<file path="src/rtl/sum_accum_sat.sv">
// Frame accumulator for signed (N+1)-bit adder sums; emits N-bit result with overflow flag.
// Define SUM_ACCUM_SAT_EN to saturate out_data instead of two's-complement wrap.
module sum_accum_sat #(
  parameter int N     = 8,
  parameter int LEN_W = 4
) (
  input  logic                 clk,
  input  logic                 rst,
  input  logic                 in_valid,
  output logic                 in_ready,
  input  logic signed [N:0]    in_sum,
  input  logic [LEN_W-1:0]     frame_len,
  output logic                 out_valid,
  input  logic                 out_ready,
  output logic [N-1:0]         out_data,
  output logic                 out_ovf,
  output logic                 busy
);

  localparam int ACC_W = N + 1 + LEN_W;
  localparam logic signed [ACC_W-1:0] MAX_V = {{(ACC_W-N+1){1'b0}}, {(N-1){1'b1}}};
  localparam logic signed [ACC_W-1:0] MIN_V = ~MAX_V;

  typedef enum logic [1:0] {IDLE, ACCUM, OUT} state_e;

  state_e                   state_q, state_d;
  logic signed [ACC_W-1:0]  acc_q, acc_d, sum_ext;
  logic [LEN_W-1:0]         cnt_q, cnt_d, len_q, len_d, cnt_inc, len_sel;
  logic [N-1:0]             data_q, data_d, result;
  logic                     ovf_q, ovf_d;
  logic                     accept, above, below;

  assign sum_ext = {{LEN_W{in_sum[N]}}, in_sum};
  assign cnt_inc = cnt_q + 1'b1;
  assign len_sel = (frame_len == '0) ? LEN_W'(1) : frame_len;
  assign accept  = in_valid & in_ready;

  always_ff @(posedge clk) begin
    if (rst) begin
      state_q <= IDLE;
      acc_q   <= '0;
      cnt_q   <= '0;
      len_q   <= '0;
      data_q  <= '0;
      ovf_q   <= 1'b0;
    end else begin
      state_q <= state_d;
      acc_q   <= acc_d;
      cnt_q   <= cnt_d;
      len_q   <= len_d;
      data_q  <= data_d;
      ovf_q   <= ovf_d;
    end
  end

  always_comb begin
    state_d = state_q;
    unique case (state_q)
      IDLE:    if (accept) state_d = (len_sel == LEN_W'(1)) ? OUT : ACCUM;
      ACCUM:   if (accept && (cnt_inc == len_q)) state_d = OUT;
      OUT:     if (out_ready) state_d = IDLE;
      default: state_d = IDLE;
    endcase
  end

  always_comb begin
    in_ready  = ~rst & (state_q != OUT);
    out_valid = (state_q == OUT);
    busy      = (state_q != IDLE);
  end

  always_comb begin
    acc_d = acc_q;
    cnt_d = cnt_q;
    len_d = len_q;
    if (accept && state_q == IDLE) begin
      acc_d = sum_ext;
      cnt_d = LEN_W'(1);
      len_d = len_sel;
    end else if (accept && state_q == ACCUM) begin
      acc_d = acc_q + sum_ext;
      cnt_d = cnt_inc;
    end
  end

  // Range check and reduction act on the final total, so results latch on OUT entry.
  always_comb begin
    above = (acc_d > MAX_V);
    below = (acc_d < MIN_V);
`ifdef SUM_ACCUM_SAT_EN
    if (above)      result = MAX_V[N-1:0];
    else if (below) result = MIN_V[N-1:0];
    else            result = acc_d[N-1:0];
`else
    result = acc_d[N-1:0];
`endif
    data_d = data_q;
    ovf_d  = ovf_q;
    if (state_d == OUT && state_q != OUT) begin
      data_d = result;
      ovf_d  = above | below;
    end
  end

  assign out_data = data_q;
  assign out_ovf  = ovf_q;

endmodule

</file>
<file path="config.mk">
export PLATFORM = sky130hd
export DESIGN_NAME = sum_accum_sat
export DESIGN_NICKNAME = d
export VERILOG_FILES = /design/src/rtl/sum_accum_sat.sv
export SDC_FILE = /design/constraint.sdc
export NUM_CORES = 1
export LEC_CHECK = 0
export ABC_AREA = 1
export CORE_AREA = 5 5 77 61
export DETAILED_ROUTE_END_ITERATION = 6
export DIE_AREA = 0 0 82 66
export PLACE_DENSITY = 0.84
export RECOVER_POWER = 50
export SLEW_MARGIN = 20
export SYNTH_ARGS = -nofsm -noshare
export SYNTH_HDL_FRONTEND = slang
export SYNTH_SLANG_ARGS = --single-unit
</file>
<file path="constraint.sdc">
create_clock -name clk -period 5.65 [get_ports clk]
set_clock_uncertainty 0.2 [all_clocks]
set_input_delay 1.13 -clock clk [delete_from_list [all_inputs] [get_ports clk]]
set_output_delay 1.13 -clock clk [all_outputs]
set_load 0.05 [all_outputs]
</file>
==> impl_results.md <==
* Status: finished clean
* Drt total wl at 5450 um
* Die W at 82 um
* Cells after DPL at 427
* Worst-path maximum fanout at 24
* Final layout net count at 410
* Post-CTS setup buffers at 0
* Crit path DAT at 4410 ps
* Area growth syn-to-layout at 18.0%
* Setup violators final at 0
* Final HPWL DP at 4170 um
* EDFF count, synth at 0
* Gr usage total at 0.218
* Post-synthesis cell area at 2250 um2
* Reg clk slew, reported paths at 70 ps
* Setup TNS at 0 ps
* Sequential-to-total area share from yosys stat at 0.285
* Top Usage Layer GRT: met2
* Flops & latches, synth at 32
* Vias per inst at 5.19
* Crit Path Category: input port to flip-flop
* Seq pwr share at 0.391
* Min Tclk post-route at 4430 ps
* Largest net degree at the start of global routing at 25
* Final hold vios at 0
* RSZ-0062 raised after global routing: no
* Filler Cell Count at 373
* Post-synthesis xor/xnor area fraction at 0.0429
* Ys async rst share at 0
* Largest family of logic cells by synthesized area: simple AND/OR/NAND/NOR gates
* Critical Path Sink Type: flip-flop
* Simple-gate share of the synthesized area at 0.345
* Synthesized area per cell at about 6.4 um2
* Max-cap viol count at 0
* Main synth FF type: dfxtp_1
* Worst-margin pin slew at between 800 and 900 ps
* Pwr per Cell Area at 239 nW/um2
* Number of antenna violations at the first check in global routing at 0
* Initial Utilization at 0.575
* Synth warn at 0
* Drt pass-1 iters at 4
* Number of remaining DRC errors at 0
* GP Congestion at 0.835
* Row count at 20
* Antenna Cells at 0
* Die Footprint at 5410 um2
* Routing usage on met1 at 0.320
* Worst VDD drop at 164 uV
* Area taken by multi-input logic gates at 1320 um2
* Wirelength per Cell at 12.5 um
* Maximum buffer depth of the clock tree at 2
* Io pins at 29
* Crit path launch type: input port
* FF/Latch Area at 641 um2
* Post-route core utilization at 0.679
* Post-Synth Adder-Cell Area at 0.0813
* Power share of the combinational group at 0.259
* Post-synth cell types at 34
* Power Internal at 432 uW
* Grt met3 use at 0.0572
* Mux cell area share after synthesis at 0
* Max Slew Vio Count at 0
* DRT antenna net count at 0
* Met2 Usage GRT at 0.323
* Max_slew headroom at 0.403
* Root Buffer: clkbuf_8
* PortBufs at 28
* Initial DRC count at 209
* CTS Sinks at 32
* H-tree levels at 2
* CTS tree: done
* Clock power frac at 0.350
* P_leak at 1.35 nW
* Net load switching power at 201 uW
* Final period util at 0.784
* Vias in the first global route at 1967
* Layout cells sized above 1 at 0.0500
* Synth Net Count at 383
* Worst min path class: flip-flop to flip-flop
* Cells after synthesis at 352
* Total chip power at 633 uW
* Final Non-Filler Cells at between 400 and 500
* Crit path required time at 5630 ps
* Vias at 2257
* CORE AREA at 3900 um2
* Post-synthesis compound-gate area fraction at 0.126
* Fmax at 226 MHz
* Switching part of the total power at 0.317
* GR Overflow Total at 0
* CTS Hold Buffers Added at 0
* Inserted Clock Buffers at 5
* First-pass GRT wire length at 9090 um
* Skew-Pair Late Insertion Delay at between 200 and 300 ps
* Post-CTS resize count at 0
* Die Ht at about 66 um
==> synthesized netlist by cell type (2+ instances only) <==
master      n  area [um2]
o21a_1      3        22.5
inv_1      54         203
nand4_1     4        25.0
inv_2       5        18.8
nand3_1    32         160
nand3_2     2        20.0
xor2_1      5        43.8
ha_1       13         163
nor3_1      2        10.0
clkbuf_1    5        18.8
nor2_1     27         101
and2_1      3        18.8
nand2_1   104         390
o21ai_0     9        45.0
xnor2_1     6        52.6
or2_2       2        12.5
buf_2       2        10.0
o211ai_1    5        37.5
dfxtp_1    32         641
a21oi_1    23         115
==> placed cells by master (no fill, tap or decap), types with 2 or more instances in the layout <==
cell,count
nor3_1,3
clkbuf_8,5
inv_2,4
xnor2_1,6
nand4_1,4
dfxtp_1,32
nand2_1,104
dlygate4sd3_1,12
or2_2,2
ha_1,13
clkdlybuf4s50_1,16
nor2_1,27
and2_1,3
o21ai_0,9
o21a_1,3
o211ai_1,5
inv_1,55
xor2_1,5
nand3_1,33
a21oi_1,23
==> critical path, cell delays in order <==
cell and delay, ps:
dlygate4sd3_1 560, buf_4 210, nor3_1 360, nand3_1 720
inv_1 560, nand2_1 180, nand2_2 290, inv_1 140
a21oi_1 150, a21oi_1 80
==> per-stage QoR <==
step	hold slack (ps)	worst slack, ps	instance area [um2]
2_1_floorplan	245	2110	2250
3_3_place_gp	250	1660	2550
3_5_place_dp	257	1660	2550
4_1_cts	274	1620	2670
5_1_grt	310	881	2650
6_report	264	1220	2650
==> per-layer routing <==
metal | wire (um) | up-vias
li1 | - | 1172
met1 | 2580 | 1016
met2 | 2430 | 63
met3 | 382 | 6
met4 | 53 | 0
met5 | 0 | -
==> flip-flops by register name (all words and copies together) (netlist names) <==
signal,cells
len_q,4
out_ovf,1
acc_q,13
cnt_q,4
state_q,2
out_data,8
==> logic make-up after synthesis <==
logic type,Yosys count
flip-flops,32
AO/OA/AOI/OAI,47
buffers and inverters,68
AND/OR/NAND/NOR,180
XOR/XNOR,11
adder cells (fa/ha/maj),14
==> power groups by stage <==
stage,clock (mW),sequential (mW),combinational (mW)
floorplan,0,0.255,0.116
global placement,0,0.251,0.161
detailed placement,0,0.252,0.165
CTS,0.222,0.247,0.166
global route,0.236,0.249,0.185
finish,0.221,0.247,0.164
==> layout make-up <==
type / count / share of cell area
Clock buffer: 5 / 0.0260
Timing Repair Buffer: 29 / 0.109
Clock inverter: 3 / 0.0161
Sequential cell: 32 / 0.242
Inverter: 59 / 0.0836
Tap cell: 55 / 0.0260
Multi-Input combinational cell: 252 / 0.498
==> path summary, 6_finish.rpt <==
kind,startpoint,end,slack (ps),cells after the start
hold reg to reg,out_data[3],out_data[3],260,1
setup / recovery,rst,out_ovf,1220,10
setup reg to reg,state_q[0],out_ovf,2380,9
hold / removal,out_data[3],out_data[3],260,1
Note: power is estimated with default switching activity, not from simulation.
